## src/rtl/keypad_pkg.sv

```systemverilog
// rtl/keypad_pkg.sv - shared key codes and FSM encodings for the keypad entry path
//
// Purpose : constants and state types shared by keypad_press_detect and
//           keypad_entry_ctrl (and any other keypad consumer).
// Contents: KEY_BKSP / KEY_ENTER key codes, press-FSM and entry-FSM state
//           enums, and a digit classifier.
package keypad_pkg;

  localparam logic [3:0] KEY_BKSP  = 4'hE;
  localparam logic [3:0] KEY_ENTER = 4'hF;

  typedef enum logic [1:0] {
    PD_IDLE       = 2'd0,
    PD_DB_PRESS   = 2'd1,
    PD_HELD       = 2'd2,
    PD_DB_RELEASE = 2'd3
  } press_state_t;

  typedef enum logic {
    ENT_EDIT  = 1'b0,
    ENT_OFFER = 1'b1
  } entry_state_t;

  // Codes below backspace (0x0-0xD) are all treated as entry digits.
  function automatic logic is_digit(input logic [3:0] code);
    return code < KEY_BKSP;
  endfunction

endpackage

```

## src/rtl/keypad_press_detect.sv

```systemverilog
// rtl/keypad_press_detect.sv - debounced one-pulse-per-press key event generator
//
// Purpose : turns the scanner's level outputs into one key_event pulse per
//           accepted press, with the press code captured alongside.
// Macro   : KEYPAD_DEBOUNCE_EN - when defined, presses and releases must be
//           stable for DEBOUNCE_CYCLES samples; when undefined the debounce
//           states and counter are removed and the first sample is accepted.
// Ports   :
//   sys_clk         in   system clock, rising edge
//   sys_rst_n       in   asynchronous active-low reset
//   key_code[3:0]   in   decoded key value from the scanner
//   key_pressed     in   scanner "key is down" level
//   key_event       out  single-cycle pulse per accepted press
//   key_event_code  out  code of the last accepted press (held)
module keypad_press_detect
  import keypad_pkg::*;
#(
  parameter int DEBOUNCE_CYCLES = 2_000_000
) (
  input  logic       sys_clk,
  input  logic       sys_rst_n,
  input  logic [3:0] key_code,
  input  logic       key_pressed,
  output logic       key_event,
  output logic [3:0] key_event_code
);

  press_state_t state;

`ifdef KEYPAD_DEBOUNCE_EN

  localparam int CW = $clog2(DEBOUNCE_CYCLES + 1);
  // The counter value already holds this many stable samples before the
  // current one, so seeing it with a stable input completes the window.
  localparam logic [CW-1:0] CNT_LAST = CW'(DEBOUNCE_CYCLES - 1);

  logic [CW-1:0] cnt;

  always_ff @(posedge sys_clk or negedge sys_rst_n) begin
    if (!sys_rst_n) begin
      state          <= PD_IDLE;
      cnt            <= '0;
      key_event      <= 1'b0;
      key_event_code <= 4'h0;
    end else begin
      key_event <= 1'b0;
      case (state)
        PD_IDLE: begin
          if (key_pressed) begin
            state <= PD_DB_PRESS;
            cnt   <= CW'(1);
          end
        end
        PD_DB_PRESS: begin
          if (!key_pressed) begin
            state <= PD_IDLE;
            cnt   <= '0;
          end else if (cnt >= CNT_LAST) begin
            state          <= PD_HELD;
            cnt            <= '0;
            key_event      <= 1'b1;
            key_event_code <= key_code;
          end else begin
            cnt <= cnt + CW'(1);
          end
        end
        PD_HELD: begin
          if (!key_pressed) begin
            state <= PD_DB_RELEASE;
            cnt   <= CW'(1);
          end
        end
        PD_DB_RELEASE: begin
          // A bounce back to 1 means the key is still down; no new event.
          if (key_pressed) begin
            state <= PD_HELD;
            cnt   <= '0;
          end else if (cnt >= CNT_LAST) begin
            state <= PD_IDLE;
            cnt   <= '0;
          end else begin
            cnt <= cnt + CW'(1);
          end
        end
        default: begin
          state <= PD_IDLE;
          cnt   <= '0;
        end
      endcase
    end
  end

`else

  // The cycle count has no meaning without the debounce counter.
  localparam int db_cycles_unused = DEBOUNCE_CYCLES;

  always_ff @(posedge sys_clk or negedge sys_rst_n) begin
    if (!sys_rst_n) begin
      state          <= PD_IDLE;
      key_event      <= 1'b0;
      key_event_code <= 4'h0;
    end else begin
      key_event <= 1'b0;
      case (state)
        PD_IDLE: begin
          if (key_pressed) begin
            state          <= PD_HELD;
            key_event      <= 1'b1;
            key_event_code <= key_code;
          end
        end
        PD_HELD: begin
          if (!key_pressed) begin
            state <= PD_IDLE;
          end
        end
        default: begin
          state <= PD_IDLE;
        end
      endcase
    end
  end

`endif

endmodule

```

## src/rtl/keypad_entry_ctrl.sv

```systemverilog
// rtl/keypad_entry_ctrl.sv - hex digit entry buffer with enter/backspace and valid/ready offer
//
// Purpose : assembles debounced key events into a multi-digit hex entry
//           (E = backspace, F = enter) and offers it over valid/ready.
// Macro   : KEYPAD_DEBOUNCE_EN - selects the debounced press detector
//           (see keypad_press_detect); undefined gives the bypass detector.
// Ports   :
//   sys_clk                  in   system clock, rising edge
//   sys_rst_n                in   asynchronous active-low reset
//   key_code[3:0]            in   decoded key value from the scanner
//   key_pressed              in   scanner "key is down" level
//   key_event                out  single-cycle pulse per accepted press
//   key_event_code[3:0]      out  code of the last accepted press
//   entry_value[4*DIGITS-1:0] out assembled entry, newest digit in [3:0]
//   entry_count[3:0]         out  digits currently held
//   entry_valid              out  entry offered to the consumer
//   entry_ready              in   consumer accepts the entry
module keypad_entry_ctrl
  import keypad_pkg::*;
#(
  parameter int DIGITS          = 4,
  parameter int DEBOUNCE_CYCLES = 2_000_000
) (
  input  logic                  sys_clk,
  input  logic                  sys_rst_n,
  input  logic [3:0]            key_code,
  input  logic                  key_pressed,
  output logic                  key_event,
  output logic [3:0]            key_event_code,
  output logic [4*DIGITS-1:0]   entry_value,
  output logic [3:0]            entry_count,
  output logic                  entry_valid,
  input  logic                  entry_ready
);

  localparam int VW = 4 * DIGITS;
  localparam logic [3:0] MAX_COUNT = 4'(DIGITS);

  entry_state_t state;

  keypad_press_detect #(
    .DEBOUNCE_CYCLES (DEBOUNCE_CYCLES)
  ) u_press_detect (
    .sys_clk        (sys_clk),
    .sys_rst_n      (sys_rst_n),
    .key_code       (key_code),
    .key_pressed    (key_pressed),
    .key_event      (key_event),
    .key_event_code (key_event_code)
  );

  // Events are consumed only in EDIT; while offering, value and count are
  // frozen, so an event coinciding with the handshake is dropped as well.
  always_ff @(posedge sys_clk or negedge sys_rst_n) begin
    if (!sys_rst_n) begin
      state       <= ENT_EDIT;
      entry_value <= '0;
      entry_count <= 4'h0;
      entry_valid <= 1'b0;
    end else begin
      case (state)
        ENT_EDIT: begin
          if (key_event) begin
            if (is_digit(key_event_code)) begin
              if (entry_count < MAX_COUNT) begin
                entry_value <= (entry_value << 4) | VW'(key_event_code);
                entry_count <= entry_count + 4'h1;
              end
            end else if (key_event_code == KEY_BKSP) begin
              if (entry_count != 4'h0) begin
                entry_value <= entry_value >> 4;
                entry_count <= entry_count - 4'h1;
              end
            end else if (key_event_code == KEY_ENTER) begin
              if (entry_count != 4'h0) begin
                state       <= ENT_OFFER;
                entry_valid <= 1'b1;
              end
            end
          end
        end
        ENT_OFFER: begin
          if (entry_ready) begin
            state       <= ENT_EDIT;
            entry_valid <= 1'b0;
            entry_value <= '0;
            entry_count <= 4'h0;
          end
        end
        default: begin
          state       <= ENT_EDIT;
          entry_valid <= 1'b0;
        end
      endcase
    end
  end

endmodule

```

## config.mk

```make
export PLATFORM = sky130hd
export DESIGN_NAME = keypad_entry_ctrl
export DESIGN_NICKNAME = d
export VERILOG_FILES = /design/src/rtl/keypad_pkg.sv /design/src/rtl/keypad_press_detect.sv /design/src/rtl/keypad_entry_ctrl.sv
export SDC_FILE = /design/constraint.sdc
export NUM_CORES = 1
export LEC_CHECK = 0
export ABC_AREA = 1
export ABC_CLOCK_PERIOD_IN_PS = 1950
export BUFFER_PORTS_ARGS = -buffer_cell sky130_fd_sc_hd__buf_2
export CAP_MARGIN = 25
export CORE_ASPECT_RATIO = 1.75
export CORE_MARGIN = 2
export CORE_UTILIZATION = 50
export CTS_CLUSTER_DIAMETER = 30
export DETAILED_ROUTE_END_ITERATION = 7
export GPL_TIMING_DRIVEN = 0
export HOLD_SLACK_MARGIN = 0.1
export PLACE_DENSITY = 0.81
export SETUP_SLACK_MARGIN = 0.3
export SYNTH_ARGS = -nofsm -noshare
export SYNTH_HDL_FRONTEND = slang
export SYNTH_SLANG_ARGS = --single-unit
```

## constraint.sdc

```tcl
create_clock -name sys_clk -period 1.95 [get_ports sys_clk]
set_input_delay 0.195 -clock sys_clk [delete_from_list [all_inputs] [get_ports sys_clk]]
set_output_delay 0.195 -clock sys_clk [all_outputs]
set_load 0.01 [all_outputs]
```

Word level (Yosys, flattened, before mapping)
Cells that the tools add are included.
{"block": "word_totals", "reg_bits": 29, "latch_bits": 0, "mem_bits_rw": 0, "rom_bits": 0, "word_cells": 66, "memories": 0}
{"block": "op_classes", "add_sub_neg": 2, "n_mul": 0, "div": 0, "n_lt_le_gt_ge": 2, "n_eq_ne": 14, "shift": 0, "muxes": 33, "bitwise": 2, "reduce_logical": 6}
{"operator": "2-to-1 mux 16 bit", "count": 6}
{"operator": "one-hot mux 16 bit (2 select lines)", "count": 1}
{"operator": "2-to-1 mux 4 bit", "count": 6}
{"operator": "OR 16 x 4 -> 16 bit", "count": 1}
{"operator": "2-to-1 mux 1 bit", "count": 14}
{"operator": "inequality test 2 bit, second input constant", "count": 7}
{"operator": "inequality test 3 bit, second input constant", "count": 3}
{"operator": "== test 4 bit, second input constant", "count": 2}
{"operator": "one-hot mux 4 bit (2 select lines)", "count": 1}
{"operator": "AND reduction 6 bit", "count": 1}
{"operator": "AND reduction 5 bit", "count": 1}
{"operator": "adder 4 x 1 -> 4 bit, second input constant", "count": 1}
{"operator": "< comparator 4 x 3 -> 1 bit, second input constant", "count": 1}
{"operator": "< comparator 4 bit, second input constant", "count": 1}
{"operator": "2-to-1 mux 2 bit", "count": 2}
{"operator": "one-hot mux 1 bit (2 select lines)", "count": 2}
{"operator": "one-hot mux 2 bit (2 select lines)", "count": 1}
{"operator": "AND reduction 2 bit", "count": 2}
{"operator": "nonzero test 4 bit", "count": 1}
{"operator": "subtractor 4 x 1 -> 4 bit, second input constant", "count": 1}
{"operator": "== test 2 bit, second input constant", "count": 1}
{"operator": "logical NOT 2 bit", "count": 1}
{"operator": "inequality test 2 x 1 -> 1 bit, second input constant", "count": 1}
{"operator": "inverter 1 bit", "count": 1}

Logic depth before layout (Yosys ltp)
Gate-level depths: netlist of run 1.
{"block": "depth", "depth_word": 7, "mapped_depth": 10}

By module
Synthesis of run 1 repeated with hierarchy kept, for this count alone.
{"block": "hier_totals", "cells_unflattened": 187, "hier_area_um2": 1451.4}
{"mod": "keypad_entry_ctrl", "instances": 1, "cells_per_inst": 162, "area_each_um2": 1221.2, "seq_area_each_um2": 550.5}
{"mod": "keypad_press_detect", "instances": 1, "cells_per_inst": 25, "area_each_um2": 230.2, "seq_area_each_um2": 150.1}

Worst setup path before layout of run 1
No wires, ideal clock.
{"block": "synth_path", "path_kind": "reg-to-reg", "startpoint": "register u_press_detect.key_event_code[2]", "endpoint": "register entry_count[2]", "setup_time_ns": 0.123, "arrival_ns": 1.361, "path_slack_ns": 0.466, "path_stages_with_launch": 10, "period_less_slack_ns": 1.484, "cell_sequence": "dfrtp_1 > nand3_4 > nor2_1 > inv_1 > nand2_1 > inv_1 > ha_1 > nor2_1 > xor2_1 > o21ai_1"}
{"block": "synth_between", "elab_chain_cells": 4, "elab_cells_between_ends": 9, "cone_classes": "order compare: 1; eq/ne: 4; mux: 3; reduce/logical: 1"}
{"element": "start, declared", "line_no": "keypad_press_detect.sv:25", "rtl": "output logic [3:0] key_event_code"}
{"element": "start signal, assigned", "line_no": "keypad_press_detect.sv:110", "rtl": "key_event_code <= key_code;"}
{"element": "< comparator 4 bit", "line_no": "keypad_pkg.sv:26", "rtl": "return code < KEY_BKSP;"}
{"element": "2-to-1 mux 4 bit", "line_no": "keypad_entry_ctrl.sv:64", "rtl": "if (is_digit(key_event_code)) begin"}
{"element": "2-to-1 mux 4 bit", "line_no": "keypad_entry_ctrl.sv:63", "rtl": "if (key_event) begin"}
{"element": "one-hot mux 4 bit (2 select lines)", "line_no": "keypad_entry_ctrl.sv:61", "rtl": "case (state)"}
{"element": "end signal, assigned", "line_no": "keypad_entry_ctrl.sv:67", "rtl": "entry_count <= entry_count + 4'h1;"}
{"element": "end signal, assigned", "line_no": "keypad_entry_ctrl.sv:72", "rtl": "entry_count <= entry_count - 4'h1;"}
{"element": "end, declared", "line_no": "keypad_entry_ctrl.sv:31", "rtl": "output logic [3:0] entry_count,"}
Several ways; a longest one is shown, not always the timed one. The select of a mux whose other input is x is not followed.
A chain may end at the register's enable or synchronous reset.

Worst setup path in the final report of run 1
{"block": "layout_path", "startpoint": "register u_press_detect.key_event_code[1]", "endpoint": "register entry_count[2]"}
Same word-level chain as after synthesis.

==> results of run 1 <==
metal layers:
| layer | vias to the layer above | routed length (um) | track usage |
|---|---|---|---|
| met5 | - | 0 | 0 |
| met4 | 0 | 95 | 0.104 |
| met3 | 6 | 70 | 0.0240 |
| met2 | 22 | 1870 | 0.417 |
| met1 | 604 | 1200 | 0.222 |
| li1 | 600 | - | - |
final timing paths:
path	start	to	slack (ns)	cells past startpoint
max	u_press_detect.key_event_code[1]$_DFFE_PN0P_	entry_count[2]$_DFFE_PN0P_	0.41	9
min	entry_ready	state$_DFF_PN0_	0.11	2
max reg2reg	u_press_detect.key_event_code[1]$_DFFE_PN0P_	entry_count[2]$_DFFE_PN0P_	0.41	9
min reg2reg	u_press_detect.state[1]$_DFFE_PN0P_	u_press_detect.state[1]$_DFFE_PN0P_	0.48	1
max in group asynchronous	sys_rst_n	u_press_detect.key_event_code[2]$_DFFE_PN0P_	1.05	2
min in group asynchronous	sys_rst_n	entry_count[0]$_DFFE_PN0P_	0.47	2
sequential cells by signal, indices dropped and copies added, names as in the netlist:
| signal | flops |
|---|---|
| u_press_detect.key_event | 1 |
| u_press_detect.state | 1 |
| entry_valid | 1 |
| entry_value | 16 |
| entry_count | 4 |
| state | 1 |
| u_press_detect.key_event_code | 4 |
cell type report:
class                   instances  area share
multi-input cells             100       0.353
clock buffers                   4      0.0313
repair buffers                 37       0.113
flip-flops and latches         28       0.400
well taps                      27      0.0192
plain buffers                   2      0.0178
inverters                      30      0.0670
cells in the mapped netlist, drive strengths merged:
cell / n / share of area
nand3: 9 / 0.048
inv: 30 / 0.081
nand2: 38 / 0.11
nand3b: 1 / 0.0052
a21oi: 2 / 0.0095
o21ai: 28 / 0.13
dfrtp: 28 / 0.48
ha: 3 / 0.026
buf: 2 / 0.022
o31ai: 3 / 0.016
nand4: 1 / 0.0043
xor2: 1 / 0.0061
nor2: 7 / 0.020
o22ai: 6 / 0.026
xnor2: 1 / 0.0061
timing repair:
action	CTS	global route
pin swaps	0	1
endpoints found under the hold margin	28	0
endpoints found under the setup margin	1	2
gates resized for setup	1	4
hold buffers	1	0
setup buffers	0	3
critical path: cells and delay by family, from the launching register on:
kind	cells	cell delay (ns)
and+or+nand+nor	4	0.46
DFF	1	0.43
adders and majority gates	1	0.18
xor gates and xnor gates	1	0.16
buffers and inverters	2	0.11
AOI/OAI and AO/OA	1	0.09
cells by family after synthesis:
family          Yosys count  synth area share
flops                    28             0.484
simple gates             56             0.190
compound gates           39             0.184
buf+inv                  32             0.103
fa+ha+maj                 3            0.0260
xor+xnor                  2            0.0121
power groups by stage:
stage / clock [mW] / combinational (mW) / sequential, mW
floorplan: 0 / 0.857 / 1.12
global placement: 0 / 1.34 / 1.03
detailed placement: 0 / 1.40 / 1.04
CTS: 0.362 / 1.41 / 1.03
global route: 0.376 / 1.64 / 1.07
finish: 0.349 / 1.46 / 1.03
placed cells by master (no fill, tap or decap):
cell / netlist / layout
buf_2: 0 / 33
nand2_1: 30 / 30
inv_1: 28 / 28
dfrtp_1: 28 / 27
o21ai_2: 14 / 14
o21ai_0: 9 / 9
nand2_2: 8 / 8
nand3_1: 7 / 7
o22ai_1: 6 / 6
o21ai_1: 5 / 5
nor2_1: 6 / 4
clkbuf_8: 0 / 4
o31ai_1: 3 / 3
buf_4: 0 / 3
nand3_4: 2 / 2
nor2_2: 1 / 2
ha_1: 3 / 2
inv_2: 1 / 1
nand4_1: 1 / 1
nor2_4: 0 / 1
a21oi_2: 1 / 1
nand3b_1: 1 / 1
inv_6: 1 / 1
buf_6: 1 / 1
buf_12: 1 / 1
xor2_1: 1 / 1
a21oi_1: 1 / 1
xnor2_1: 1 / 1
ha_4: 0 / 1
dlygate4sd3_1: 0 / 1
dfrtp_2: 0 / 1
==> key figures, run 1 <==
STA
  – Max-slew violations: 0
  – Worst Clk Skew: 0.00200 ns
  – Hold Vio Cnt, Final: 0
  – Period Utilization, post-route: 0.792
  – Setup TNS: 0 ns
  – Max frequency: 0.648 GHz
  – Worst slew pin tran: 0.622 ns
  – Final setup margin: 0.406 ns
  – Worst slew margin: 0.585
  – Min Tclk post-route: 1.54 ns
  – RSZ-0062 raised after global routing: false
  – Final setup fails: 0
  – Hold slack: 0.112 ns

Setup path
  – Worst Path Required: 2.11 ns
  – Slowest cell delay on critical path: 0.43 ns
  – Worst setup path category: flip-flop to flip-flop
  – CP Launch Type: flip-flop
  – Max stage delay cell, worst path: dfrtp_1
  – Critical-path cell list: nand3_4 > nor2_4 > inv_1 > nand2_1 > inv_1 > ha_1 > nor2_2 > xor2_1 > o21ai_1
  – Crit path DAT: 1.70 ns
  – Critical Path Most Common Cell: inv_1
  – Crit end category: flip-flop
  – Crit path max fanout: 7

Clock tree
  – Worst-Skew Late Latency: 0.27 ns
  – Htree depth: 1
  – CTS tree: yes
  – CTS Sinks: 28
  – CTS Buf Count: 3
  – Clk slew on worst S/H paths: 0.09 ns
  – Root Buffer: clkbuf_8
  – Longest Clk Path Bufs: 2

Power
  – Switch Pwr: 1.24 mW
  – Sw frac: 0.435
  – Lkg Pwr: 0.907 nW
  – Int Pwr: 1.61 mW
  – Cell Pwr Density: 1620 nW/um2
  – Register share of total power: 0.363
  – Power Total: 2.84 mW
  – Clk pwr share: 0.123
  – Combinational power share: 0.514
  – Peak supply drop: 0.000842 V

GRT
  – Global-route wire length before repair: 5.50 mm
  – Antenna violations before repair: 0
  – Global Route Usage Sum: 0.217
  – Vias in the first global route: 1295
  – Largest net degree at the start of global routing: 29
  – Congestion Overflow GR: 0

Synth
  – Synth warnings: 0
  – Cell area after synthesis: 1450 um2
  – Distinct cells, synth: 24
  – Number of synthesized register bits: 28
  – Sequential area share after synthesis: 0.484
  – Cells after Synth: 160
  – Syn_nets: 171
  – Syn Area/Cell: 9.04 um2

Final layout
  – Final core occ: 0.646
  – Layout Nets: 213
  – Area of the multi-input gates: 619 um2
  – Layout area overhead: 21.5%
  – Cell Count, Final, Fillers Out: 228
  – FF+latch area: 702 um2
  – Fillers: 227
  – Design Area, Final: 1760 um2
  – Fraction of layout cells with a size suffix above 1: 0.368
  – Ant diodes: 0

Routing
  – Via density: 5.40
  – Detailed Routing Iterations Pass 1: 4
  – Initial DRC count: 20
  – Post-route ant nets: 0
  – DRT Wirelength: 3.24 mm
  – Post-route DRC: 0
  – Wire per inst: 14.2 um
  – Via count: 1232

Die
  – Initial core utilization: 0.531
  – Ports: 34
  – Core Box Area: 2720 um2
  – Site row count: 25
  – Die area: 3360 um2
  – Die Width: 44.7 um
  – Die H: 75.2 um

Place
  – Gp weighted congestion: 0.809
  – IO Port Bufs: 33
  – Placed Area: 1650 um2
  – Post-DP HPWL: 2.52 mm
  – DP Cell Count: 220
  – Setup WS pre-CTS: 0.311 ns

Hold path
  – Hold crit path type: input pin to flip-flop

Outcome
  – Status: complete, no violations

Run
  – Max-Cap Viols: 0
Note: power is estimated with default switching activity, not from simulation.
==> inputs of run 2 (changes only) <==
Settings changed: ABC_CLOCK_PERIOD_IN_PS 1950 to 1400, CORE_UTILIZATION 50 to 47, PLACE_DENSITY 0.81 to 0.8.
Clock period 1.95 ns to 1.4 ns, I/O delays scaled along.
==> run 2 against run 1 <==
The flow now finishes with violations (setup timing). Sequential share of layout area is 5.7 points lower. Cell area is 18% higher. Register-to-register slack worse by 0.45 ns. Critical path depth stayed put. Die area is 5.9% higher. Core utilization is 6.0 points higher. Critical endpoint is now entry_value[9]$_DFFE_PN0P_.
==> key figures, run 2 (synthesis results as in run 1) <==
Setup path
  – Crit path max fanout: 11 (+4)
  – Worst R2R Setup Slack: -0.04 ns (-0.45 ns)
  – Worst Path Required: 1.58 ns (-0.53 ns)
  – Worst reg2reg path endpoint: entry_value[9]$_DFFE_PN0P_
  – Worst setup path category: flip-flop to flip-flop
  – R2R cell count: 9 (unchanged)
  – Crit end category: flip-flop
  – CP Launch Type: flip-flop
  – Crit path DAT: 1.62 ns (-0.08 ns)
  – Critical R2R Launch: u_press_detect.key_event_code[2]$_DFFE_PN0P_

STA
  – Hold Vio Cnt, Final: 0 (unchanged)
  – Setup TNS: -0.159 ns (-0.159 ns)
  – Hold slack: 0.186 ns (+0.0739 ns)
  – RSZ-0062 raised after global routing: true
  – Worst Clk Skew: 0.00491 ns (+0.00290 ns)
  – Max frequency: 0.694 GHz (+7.1%)
  – Min Tclk post-route: 1.44 ns (-0.102 ns)
  – Period Utilization, post-route: 1.03 (+0.238)
  – Final setup margin: -0.0414 ns (-0.448 ns)
  – Max-slew violations: 0 (unchanged)
  – Final setup fails: 9 (+9)
  – Worst slew margin: 0.582 (-0.00297)
  – Worst slew pin tran: 0.627 ns (+0.00445 ns)

Clock tree
  – CTS Buf Count: 3 (unchanged)
  – Longest Clk Path Bufs: 2 (unchanged)
  – Worst-Skew Late Latency: 0.28 ns (about the same)
  – Clk slew on worst S/H paths: 0.10 ns (about the same)
  – Root Buffer: clkbuf_8
  – CTS Sinks: 28 (unchanged)
  – CTS tree: yes
  – Htree depth: 1 (unchanged)

Die
  – Die area: 3550 um2 (+5.9%)
  – Site row count: 26 (+4.0%)
  – Initial core utilization: 0.494 (-0.0375)
  – Die Width: 45.9 um (+2.9%)
  – Ports: 34 (unchanged)
  – Core Box Area: 2930 um2 (+7.6%)
  – Die H: 77.4 um (+3.0%)

Run
  – Max-Cap Viols: 0 (unchanged)

Place
  – Gp weighted congestion: 0.778 (-3.9%)
  – Post-DP HPWL: 2.27 mm (-10%)
  – IO Port Bufs: 33 (unchanged)

Power
  – Sw frac: 0.405 (-0.0301)
  – Peak supply drop: 0.00127 V (+51%)
  – Cell Pwr Density: 2230 nW/um2 (+38%)
  – Clk pwr share: 0.138 (+0.015)
  – Int Pwr: 2.75 mW (+71%)
  – Switch Pwr: 1.87 mW (+51%)
  – Power Total: 4.61 mW (+62%)
  – Combinational power share: 0.552 (+0.038)
  – Register share of total power: 0.309 (-0.054)
  – Lkg Pwr: 1.02 nW (+12%)

Final layout
  – Reg with most FFs: entry_value
  – Final core occ: 0.706 (+0.0600)
  – Max FFs per register: 16 (unchanged)
  – Most common cell after layout, fill and taps aside: buf_2
  – Fraction of layout cells with a size suffix above 1: 0.482 (+0.114)
  – Layout Nets: 232 (+8.9%)
  – Layout area overhead: 42.8%
  – Commonest non-fill, non-tap cells in the layout: 29 x buf_2, 27 x nand2_1, 24 x inv_1
  – Top Registers: entry_value: 16 flops, entry_count: 4 flops, u_press_detect.key_event_code: 4 flops
  – Ant diodes: 0 (unchanged)

Routing
  – DRT Wirelength: 3.48 mm (+7.6%)
  – Via count: 1302 (+5.7%)
  – Post-route DRC: 0 (unchanged)
  – Post-route ant nets: 0 (unchanged)
  – Detailed Routing Iterations Pass 1: 4 (unchanged)
  – Initial DRC count: 24 (+20%)
  – Via density: 5.25 (-2.8%)
  – Wire per inst: 14.0 um (-1.0%)

Hold path
  – Hold crit path type: input pin to flip-flop
  – Worst Hold End: u_press_detect.state[1]$_DFFE_PN0P_
  – Hold path depth: 3 (+1)
  – Hold_sp: key_pressed

GRT
  – Antenna violations before repair: 0 (unchanged)
  – Largest net degree at the start of global routing: 29 (unchanged)
  – Vias in the first global route: 1327 (+2.5%)
  – Global-route wire length before repair: 5.85 mm (+6.4%)
  – Global Route Usage Sum: 0.220 (+0.00289)
  – Congestion Overflow GR: 0 (unchanged)

Outcome
  – Status: finished with violations
  – Failing checks: setup timing
==> run 2: power by group through the flow <==
stage	Clock, mW	Sequential [mW]	Combinational, mW
CTS	0.640	1.42	2.34
finish	0.638	1.43	2.55
global route	0.671	1.47	2.81
global placement	0	1.46	1.90
detailed placement	0	1.47	1.94
floorplan	0	1.57	1.22
==> run 2: final cells by class <==
cell class / count / area [um2]
well taps: 28 / 35.0
flip-flops and latches: 28 / 708
repair buffers: 56 / 419
multi-input cells: 100 / 667
inverters: 30 / 125
fillers: 218 / 862
clock inverters: 1 / 30.0
clock buffers: 3 / 41.3
plain buffers: 2 / 40.0
==> run 2: through the flow <==
step | worst slack, ns | cells | instance area, um2
after global placement | -0.0440 | 221 | 1670
after detailed placement | -0.0803 | 221 | 1670
after floorplan | 0.0295 | 160 | 1470
after CTS | -0.0151 | 245 | 1990
after global routing | -0.0962 | 248 | 2070
final | -0.0414 | 248 | 2070
==> run 2: how the worst max path moves through the flow <==
| stage | start | to | slack, ns | depth (start not counted) |
|---|---|---|---|---|
| floorplan | u_press_detect.key_event_code[3]$_DFFE_PN0P_ | entry_count[3]$_DFFE_PN0P_ | 0.03 | 10 |
| global placement | u_press_detect.key_event_code[3]$_DFFE_PN0P_ | entry_count[3]$_DFFE_PN0P_ | -0.04 | 10 |
| detailed placement | u_press_detect.key_event_code[3]$_DFFE_PN0P_ | entry_count[3]$_DFFE_PN0P_ | -0.08 | 10 |
| CTS | u_press_detect.key_event_code[1]$_DFFE_PN0P_ | entry_count[2]$_DFFE_PN0P_ | -0.02 | 8 |
| global route | u_press_detect.key_event_code[3]$_DFFE_PN0P_ | entry_value[9]$_DFFE_PN0P_ | -0.1 | 9 |
| finish | u_press_detect.key_event_code[2]$_DFFE_PN0P_ | entry_value[9]$_DFFE_PN0P_ | -0.04 | 9 |
==> run 2: repair_timing <==
item | 4_1_cts | 5_1_grt
pin swaps | 9 | 3
gates cloned | 0 | 1
endpoints found under the hold margin | 33 | 0
resized for setup | 21 | 12
hold buffers | 6 | 0
buffers inserted | 14 | 2
setup endpoints to repair | 20 | 32
==> run 2: routing by layer <==
metal | part of all wire | GRT usage
met3 | 0.025 | 0.0302
met5 | 0 | 0
met4 | 0.025 | 0.0857
met1 | 0.40 | 0.262
met2 | 0.55 | 0.378
==> run 2: critical path, stage by stage, from the launching register on <==
cell and delay (ns):
dfrtp_2 0.40, nand3_4 0.14, buf_12 0.16, nor2_4 0.10
nand2_2 0.07, nand3_4 0.13, inv_8 0.07, clkbuf_16 0.16
nand2_2 0.05, o21ai_2 0.05
==> inputs of run 3 (changes only) <==
Settings changed: CORE_UTILIZATION 47 to 40, CTS_CLUSTER_DIAMETER 30 to not set, PLACE_DENSITY 0.8 to 0.71.
==> run 3 against run 2 <==
The flow still finishes with violations (setup timing). Clock-buffer cell count did not move. Routed wire length increased by 2.8%. Hold slack gained 0.0066 ns. Register-to-register slack is essentially flat. Flip-flop and latch count unchanged. Non-clock buffer count is 1 lower. Core utilization fell by 11 points. Cell area shrank 0.67%. Fmax increased by 0.27%. Total power is 0.95% lower. Highest routed layer unchanged.
==> key figures, run 3 (synthesis results as in run 1) <==
Die
  – Ports: 34 (unchanged)
  – Initial core utilization: 0.421 (-0.0727)
  – Die H: 83.6 um (+8.0%)
  – Die area: 4130 um2 (+16%)
  – Site row count: 28 (+7.7%)
  – Core Box Area: 3430 um2 (+17%)
  – Die Width: 49.5 um (+7.7%)

Clock tree
  – Clk slew on worst S/H paths: 0.10 ns (about the same)
  – Root Buffer: clkbuf_8
  – CTS Buf Count: 3 (unchanged)
  – Worst-Skew Late Latency: 0.28 ns (about the same)
  – Longest Clk Path Bufs: 2 (unchanged)
  – CTS Sinks: 28 (unchanged)
  – CTS tree: yes
  – Htree depth: 1 (unchanged)

STA
  – Worst Clk Skew: 0.00554 ns (+0.000631 ns)
  – Period Utilization, post-route: 1.03 (-0.00275)
  – Max frequency: 0.696 GHz (+0.27%)
  – Final setup fails: 3 (-6)
  – Final setup margin: -0.0375 ns (+0.00384 ns)
  – Max-slew violations: 0 (unchanged)
  – Hold slack: 0.192 ns (+0.00661 ns)
  – Worst slew pin tran: 0.625 ns (-0.00190 ns)
  – Worst slew margin: 0.583 (+0.00126)
  – Hold Vio Cnt, Final: 0 (unchanged)
  – Min Tclk post-route: 1.44 ns (-0.00384 ns)
  – RSZ-0062 raised after global routing: true

Final layout
  – Final core occ: 0.598 (-0.108)
  – Most common cell after layout, fill and taps aside: buf_2
  – Layout Nets: 232 (unchanged)
  – Fillers: 320 (+47%)
  – Ant diodes: 0 (unchanged)
  – Layout area overhead: 41.9%
  – Max FFs per register: 16 (unchanged)
  – Fraction of layout cells with a size suffix above 1: 0.473 (-0.00909)
  – Reg with most FFs: entry_value
  – Commonest non-fill, non-tap cells in the layout: 30 x buf_2, 27 x nand2_1, 24 x inv_1
  – Top Registers: entry_value: 16 flops, entry_count: 4 flops, u_press_detect.key_event_code: 4 flops

Place
  – IO Port Bufs: 33 (unchanged)
  – Gp weighted congestion: 0.755 (-2.9%)
  – Post-DP HPWL: 2.36 mm (+4.2%)

Hold path
  – Hold_sp: key_pressed
  – Hold crit path type: input pin to flip-flop

Routing
  – Post-route DRC: 0 (unchanged)
  – DRT Wirelength: 3.58 mm (+2.8%)
  – Post-route ant nets: 0 (unchanged)
  – Wire per inst: 13.5 um (-3.8%)
  – Via count: 1310 (+0.61%)
  – Initial DRC count: 33 (+38%)
  – Via density: 4.94 (-5.8%)
  – Detailed Routing Iterations Pass 1: 4 (unchanged)

Power
  – Power Total: 4.57 mW (-0.95%)
  – Cell Pwr Density: 2230 nW/um2 (-0.28%)
  – Peak supply drop: 0.00137 V (+8.3%)
  – Lkg Pwr: 1.02 nW (about the same)

GRT
  – Antenna violations before repair: 0 (unchanged)
  – Largest net degree at the start of global routing: 29 (unchanged)
  – Congestion Overflow GR: 0 (unchanged)
  – Global-route wire length before repair: 5.93 mm (+1.4%)
  – Vias in the first global route: 1315 (-0.90%)
  – Global Route Usage Sum: 0.179 (-0.0409)

Setup path
  – Max stage delay cell, worst path: dfrtp_2
  – Slowest cell delay on critical path: 0.42 ns (+0.02 ns)
  – Crit end category: flip-flop
  – Worst Path Required: 1.58 ns (about the same)
  – CP Launch Type: flip-flop
  – Critical Path Sink: entry_count[2]$_DFFE_PN0P_
  – Crit path DAT: 1.61 ns (about the same)
  – Critical-path cell list: nand3_4 > nor2_4 > inv_2 > nand2_1 > inv_1 > ha_2 > nor2_2 > xor2_1 > o21ai_1
  – Worst reg2reg path endpoint: entry_count[2]$_DFFE_PN0P_
  – Crit path depth: 9 (unchanged)
  – Crit path max fanout: 7 (-4)
  – Worst setup path category: flip-flop to flip-flop
  – R2R cell count: 9 (unchanged)
  – CP Buf/Inv Count: 2 (-1)
  – Crit path max-delay family: simple AND/OR/NAND/NOR gates
  – Critical R2R Launch: u_press_detect.key_event_code[3]$_DFFE_PN0P_
  – Worst Setup SP: u_press_detect.key_event_code[3]$_DFFE_PN0P_
  – Worst R2R Setup Slack: -0.04 ns (about the same)

Outcome
  – Status: finished with violations
  – Failing checks: setup timing

Run
  – Max-Cap Viols: 0 (unchanged)
==> run 3: through the flow <==
step / instances / setup TNS, ns / instance area (um2) / setup WS (ns)
3_3_place_gp: 238 / -0.0780 / 1690 / -0.0401
2_1_floorplan: 160 / 0 / 1470 / 0.0295
6_report: 265 / -0.0713 / 2050 / -0.0375
3_5_place_dp: 238 / -0.168 / 1690 / -0.0772
4_1_cts: 257 / -0.106 / 1940 / -0.0481
5_1_grt: 265 / -1.05 / 2050 / -0.120
==> run 3: repair_timing <==
item,4_1_cts,5_1_grt
hold buffers,6,0
gates resized for setup,9,17
hold endpoints to repair,33,0
gates cloned,1,0
setup endpoints to repair,20,28
pin swaps,4,1
setup buffers,8,8
==> run 3: area by class of cell <==
class,count,area [um2],share of cell area
clock inverter,1,30.0,0.0146
sequential,28,707,0.345
timing repair inverter,1,6.26,0.00305
tap,45,56.3,0.0274
clock buffer,3,41.3,0.0201
inverter,30,123,0.0598
multi-input combinational,100,658,0.321
buffer,2,35.0,0.0171
timing repair buffer,55,395,0.193
==> run 3: report_power, final <==
group          leakage, nW  total, mW  internal, mW  switching, mW
combinational        0.629       2.49          1.15           1.34
sequential           0.354       1.44          1.16          0.283
clock               0.0357      0.636         0.383          0.253
==> run 3: tightest hold or removal path, cell delays in order <==
cell     delay, ns
buf_2         0.08
ha_2          0.16
xnor2_1       0.06
==> run 3: metal layers <==
layer,share of wire,global-route usage,vias to the layer above,wire [um]
met2,0.54,0.316,36,1940
met1,0.41,0.223,629,1450
met3,0.033,0.0179,7,117
li1,-,-,638,-
met5,0,0,-,0
met4,0.019,0.0631,0,68
==> run 3: worst min-delay path by stage <==
stage / end / slack, ns / cells past startpoint
2_1_floorplan: entry_count[0]$_DFFE_PN0P_ / -0.16 / 0
3_3_place_gp: entry_value[4]$_DFFE_PN0P_ / 0.19 / 1
3_5_place_dp: entry_value[4]$_DFFE_PN0P_ / 0.19 / 1
4_1_cts: u_press_detect.state[1]$_DFFE_PN0P_ / 0.17 / 3
5_1_grt: u_press_detect.state[1]$_DFFE_PN0P_ / 0.20 / 3
6_report: u_press_detect.state[1]$_DFFE_PN0P_ / 0.19 / 3
